### config.mk
export PLATFORM = sky130hd
export DESIGN_NAME = opcode_sequencer
export DESIGN_NICKNAME = d
export VERILOG_FILES = /design/src/rtl/opcode_sequencer.sv
export SDC_FILE = /design/constraint.sdc
export NUM_CORES = 1
export LEC_CHECK = 0
export CAP_MARGIN = 25
export CORE_MARGIN = 2
export CORE_UTILIZATION = 40
export DETAILED_ROUTE_END_ITERATION = 8
export GPL_TIMING_DRIVEN = 0
export PLACE_DENSITY = 0.79
export SYNTH_ARGS = -nofsm -noshare
export SYNTH_HDL_FRONTEND = slang
export SYNTH_SLANG_ARGS = --single-unit
export TNS_END_PERCENT = 30
### constraint.sdc
create_clock -name clk -period 3 [get_ports clk]
set_clock_uncertainty 0.15 [all_clocks]
set_input_delay 0.45 -clock clk [delete_from_list [all_inputs] [get_ports clk]]
set_output_delay 0.45 -clock clk [all_outputs]
set_load 0.02 [all_outputs]
### src/rtl/opcode_sequencer.sv
// Decode-stage opcode sequencer: passes fetched opcodes through, expands CALL/RET/RTI
// into two-part pairs and injects interrupt pseudo-opcode pairs at instruction boundaries.
module opcode_sequencer #(
  parameter logic [4:0] INT_OP1 = 5'b11110,
  parameter logic [4:0] INT_OP2 = 5'b11111
) (
  input  logic       clk,
  input  logic       rst,
  input  logic [4:0] instr_op,
  input  logic       instr_valid,
  input  logic       stall,
  input  logic       flush,
  input  logic       interrupt_req,
  output logic [4:0] op_out,
  output logic       fetch_hold,
  output logic       int_ack,
  output logic       busy
);

  typedef enum logic [1:0] {StIdle, StSecond, StInt1, StInt2} state_e;

  state_e     state_q, state_d;
  logic       pend_q, pend_d;
  logic [4:0] second_q, second_d;
  logic       take_int;
  logic       is_two_part;
  logic       is_illegal;

  always_comb begin
    is_two_part = (instr_op == 5'b11000) || (instr_op == 5'b11010) || (instr_op == 5'b11100);
    // Second halves and interrupt pseudo-opcodes may only be generated internally.
    is_illegal  = (instr_op == 5'b11001) || (instr_op == 5'b11011) || (instr_op == 5'b11101) ||
                  (instr_op == 5'b11110) || (instr_op == 5'b11111);
  end

  always_comb begin
    state_d    = state_q;
    second_d   = second_q;
    op_out     = 5'b00000;
    fetch_hold = 1'b0;
    int_ack    = 1'b0;
    busy       = (state_q != StIdle);
    take_int   = 1'b0;

    if (!rst) begin
      busy = 1'b0;
    end else if (flush && (state_q == StIdle || state_q == StSecond)) begin
      state_d = StIdle;
    end else if (!stall) begin
      unique case (state_q)
        StIdle: begin
          if (pend_q) begin
            op_out     = INT_OP1;
            fetch_hold = 1'b1;
            state_d    = StInt1;
            take_int   = 1'b1;
          end else if (instr_valid) begin
            if (is_two_part) begin
              op_out     = instr_op;
              fetch_hold = 1'b1;
              state_d    = StSecond;
              second_d   = instr_op | 5'b00001;
            end else if (!is_illegal) begin
              op_out = instr_op;
            end
          end
        end
        StSecond: begin
          op_out  = second_q;
          state_d = StIdle;
        end
        StInt1: begin
          op_out     = INT_OP2;
          fetch_hold = 1'b1;
          int_ack    = 1'b1;
          state_d    = StInt2;
        end
        StInt2: begin
          state_d = StIdle;
        end
      endcase
    end

    // A request in the same cycle the pending flag is consumed re-arms it.
    pend_d = interrupt_req | (pend_q & ~take_int);
  end

  always_ff @(posedge clk) begin
    if (!rst) begin
      state_q  <= StIdle;
      pend_q   <= 1'b0;
      second_q <= 5'b00000;
    end else begin
      state_q  <= state_d;
      pend_q   <= pend_d;
      second_q <= second_d;
    end
  end

endmodule

# [Word level (Yosys, flattened, before mapping)]
# Cells that the tools add are included.
[totals] reg_bits=8 memories=0 latchBits=0 mem_bits_ro=0 ram_bits=0 output_inout_bits=8 inputBits=11
[classes] shifts=0 n_mul=0 bitwise=7 div=0 magnitude_cmp=0 n_eq_ne=13 n_addsub=0 n_reduce_logical=14 muxes=29
[ops] cell="$eq 5x5->1 const B" n=8
[ops] cell="$mux 5" n=7
[ops] cell="$mux 1" n=16
[ops] cell="$pmux 5 s3" n=1
[ops] cell="$logic_or 1x1->1" n=7
[ops] cell="$mux 2" n=3
[ops] cell="$ne 3x3->1 const B" n=2
[ops] cell="$pmux 2 s3" n=1
[ops] cell="$reduce_and 6->1" n=1
[ops] cell="$not 1->1" n=5
[ops] cell="$eq 2x2->1 const B" n=2
[ops] cell="$reduce_or 2->1" n=2
[ops] cell="$reduce_and 3->1" n=1
[ops] cell="$eq 2x1->1 const B" n=1
[ops] cell="$logic_not 2->1" n=1
[ops] cell="$pmux 1 s2" n=1
[ops] cell="$reduce_bool 2->1" n=1
[ops] cell="$and 1x1->1" n=1
[ops] cell="$logic_and 1x1->1" n=1
[ops] cell="$or 1x1->1" n=1

# [Longest topological paths before layout]
[logic_depth] depth_word=13 mapped_depth=5

# [Worst setup path after synthesis]
# Ideal clock, no wire load.
[synth_path] path_kind="input-to-output" start="input rst" end="output op_out[1]" t_arrival_ns=1.368 slack_ns=1.032 stages=3 required_time_ns=2.400 path_buffers=0 cell_sequence="nor2b_1 nand3_1 a221oi_1"
[synth_via] elab_chain_cells=1
[synth_lines] item="from (decl)" line_no="8" source="input logic rst,"
[synth_lines] item="$mux 5" line_no="45" source="if (!rst) begin"
[synth_lines] item="to (decl)" line_no="14" source="output logic [4:0] op_out,"
# Every way passes these cells.

# [Worst setup path after layout]
# Ends and elaborated chain as after synthesis.

==> metrics.md <==
| Metric | Value |
|---|---|
| Status | `complete, no violations` |
| DRC | `0` |
| Leak Pwr | `around 0.28 nW` |
| Critical path capture point type | `primary output` |
| Initial drt markers | `15` |
| Clk buf depth | `2` |
| Slew at the pin closest to its max-slew limit | `439 ps` |
| Final setup vio count | `0` |
| Register area share after synthesis | `between 20% and 30%` |
| Share of cells above drive strength 1 | `roughly a tenth` |
| CP required | `approximately 2400 ps` |
| CP Launch Point | `rst` |
| YS warnings | `0` |
| MaxCap Viol Count | `0` |
| TritonCTS clock tree | `built` |
| Worst r2r path cells | `5` |
| GR Overflow Total | `0` |
| Clock Latency Late Sink | `between 200 and 300 ps` |
| Die Area | `approximately 0.0017 sq mm` |
| IO Port Bufs | `18` |
| Most frequent cells in the layout | `clkdlybuf4s50_1, nand2_1, dfxtp_1` |
| Setup crit start kind | `primary input` |
| Num CTS Buffers | `3` |
| Hpwl dp | `992 um` |
| Layout area overhead | `41.7%` |
| Core box area | `between 0.001 and 0.0015 sq mm` |
| Clock tree root buffer cell | `clkbuf_4` |
| Final net count | `just over 100` |
| Final period utilization | `a little over nine tenths` |
| Max VDD drop | `roughly 180 uV` |
| Max-Slew Margin vs Limit | `a little over two thirds` |
| Post-DRT Antenna Nets | `0` |
| # clock sinks | `8` |
| Capturing point of the worst reg2reg path | `second_q[2]$_SDFFE_PN0P_` |
| Clock slew seen by the registers of the worst setup and hold paths | `approximately 50 ps` |
| Final instance area | `about 770 sq um` |
| Site Rows | `13` |
| Initial antenna violation count | `0` |
| Pwr per Cell Area | `between 300 and 400 mW/mm^2` |
| Global-route wire length before repair | `slightly above 2000 um` |
| Max Slew Vio Count | `0` |
| Seq cells post-synth | `8` |
| Global Route Usage Sum | `a little under a fifth` |
| Finished Layout Cells | `104` |
| Largest net degree at the start of global routing | `11` |
| H-tree Lvls | `1` |
| Post-Route WL | `1350 um` |
| Most common cell after layout, fill and taps aside | `clkdlybuf4s50_1` |
| CP arrival | `2320 ps` |
| Antenna Cells | `0` |
| Synthesized cell area | `543 sq um` |
| CP endpoint | `op_out[1]` |
| Placed Instance Area | `roughly 740 sq um` |
| Crit Reg-Reg Startpoint | `state_q[1]$_SDFFE_PP0P_` |
| CTS Hold Bufs | `0` |
| Vias | `560` |
| Achievable frequency | `0.342 GHz` |
| Final setup TNS | `0 ps` |
| DIE WIDTH | `between 40 and 50 um` |
| Final hold viol count | `0` |
| Post-route total power | `about 260 uW` |
| Hold Path Class | `reg -> reg` |
| Die span in y | `just over 40 um` |
| Routed vias/inst | `roughly 5.4` |
| CP Max Fanout | `5` |
| Mean post-synth cell area | `about 8 sq um` |
| Minimum clock period | `approximately 3000 ps` |
| WL per Instance | `around 13 um` |
| Vias in the first global route | `493` |
| Drt first pass iters | `4` |
| Synth cell types | `26` |
| Post-synthesis cell count | `between 60 and 70` |
| R2R Setup Slk | `~1600 ps` |
| RePlAce Congestion | `0.803` |
| I/O pin total | `19` |
| Starting Density | `42.3%` |
| Worst hold slack | `307 ps` |
| Syn_nets | `~80` |
| Placed Instances | `approximately 100` |
| CP Class | `in -> out` |
[synth_stat cells (all sizes together)]
library cell / count / share of area, %
a21oi: 2 / 3.9
a221oi: 5 / 8.1
a311oi: 1 / 1.6
a31oi: 2 / 2.3
and2: 1 / 1.2
and3: 2 / 2.3
and4: 1 / 1.6
buf: 3 / 5.1
clkbuf: 1 / 0.69
dfxtp: 8 / 29
inv: 7 / 4.8
mux2i: 2 / 3.7
nand2: 8 / 5.5
nand2b: 2 / 2.3
nand3: 3 / 2.8
nor2: 3 / 2.1
nor2b: 3 / 3.5
nor3: 2 / 1.8
nor4: 1 / 2.3
o211ai: 4 / 5.5
o21a: 4 / 5.5
o21ai: 1 / 0.92
o31ai: 1 / 1.4
xnor2: 1 / 1.6
[kinds of logic (layout without fill, tap and decap cells)]
family | Yosys count | in the layout | synth area share, %
compound gates | 20 | 20 | 29.3
xor+xnor | 1 | 1 | 1.61
simple gates | 26 | 26 | 25.3
flops | 8 | 8 | 29.5
mux | 2 | 2 | 3.69
buf+inv | 11 | 32 | 10.6
[layout make-up]
class / instances / area [sq um]
inverter: 7 / 26.3
sequential: 8 / 160
fill: 131 / 515
clock buffer: 3 / 22.5
multi-input combinational: 49 / 328
buffer: 4 / 31.3
timing repair buffer: 18 / 183
tap: 15 / 18.8
[worst max-delay path, cell delays in order]
cell and delay (ps):
clkdlybuf4s50_1 550, nor2b_2 250, nand3_1 170, a221oi_1 240, clkdlybuf4s50_1 660
[worst min-delay path by stage]
stage                        startpoint                        to  slack (ps)  cells past startpoint
6_report       second_q[1]$_SDFFE_PN0P_  second_q[1]$_SDFFE_PN0P_         310                      2
5_1_grt        second_q[3]$_SDFFE_PN0P_  second_q[3]$_SDFFE_PN0P_         350                      1
4_1_cts        second_q[1]$_SDFFE_PN0P_  second_q[1]$_SDFFE_PN0P_         310                      2
3_5_place_dp   second_q[1]$_SDFFE_PN0P_  second_q[1]$_SDFFE_PN0P_         300                      2
3_3_place_gp   second_q[1]$_SDFFE_PN0P_  second_q[1]$_SDFFE_PN0P_         290                      2
2_1_floorplan  second_q[1]$_SDFFE_PN0P_  second_q[1]$_SDFFE_PN0P_         280                      2
[flip-flops by register name, summed over array words and instances (netlist names)]
signal,flops
second_q,5
state_q,2
pend_q,1
[power breakdown]
group	leakage (nW)	internal (mW)	switching, mW
Combinational	0.203	0.0307	0.0316
Clock	0.0138	0.0458	0.0365
Sequential	0.0649	0.109	0.00212
Total	0.281	0.185	0.0702
[routing by layer]
layer  wire [um]  vias to the layer above  GRT usage [%]
met5           0                        -              0
met4          12                        0           12.5
met3          58                        2           1.63
met2         641                       12           28.5
met1         633                      253           25.0
li1            -                      293              -
[metrics by stage]
step | utilization, % | worst slack (ps)
after floorplan | - | 1030
after detailed placement | 57.7 | 31.1
final | 59.9 | 77.4
after CTS | 59.5 | 31.2
after global placement | 57.7 | 40.8
after global routing | 59.9 | -14.9
[repair_timing]
item | CTS | global route
endpoints found under the setup margin | 0 | 5
resized for setup | 0 | 2
buffers inserted | 0 | 0
No activity file was read; power rests on OpenSTA's default activity.
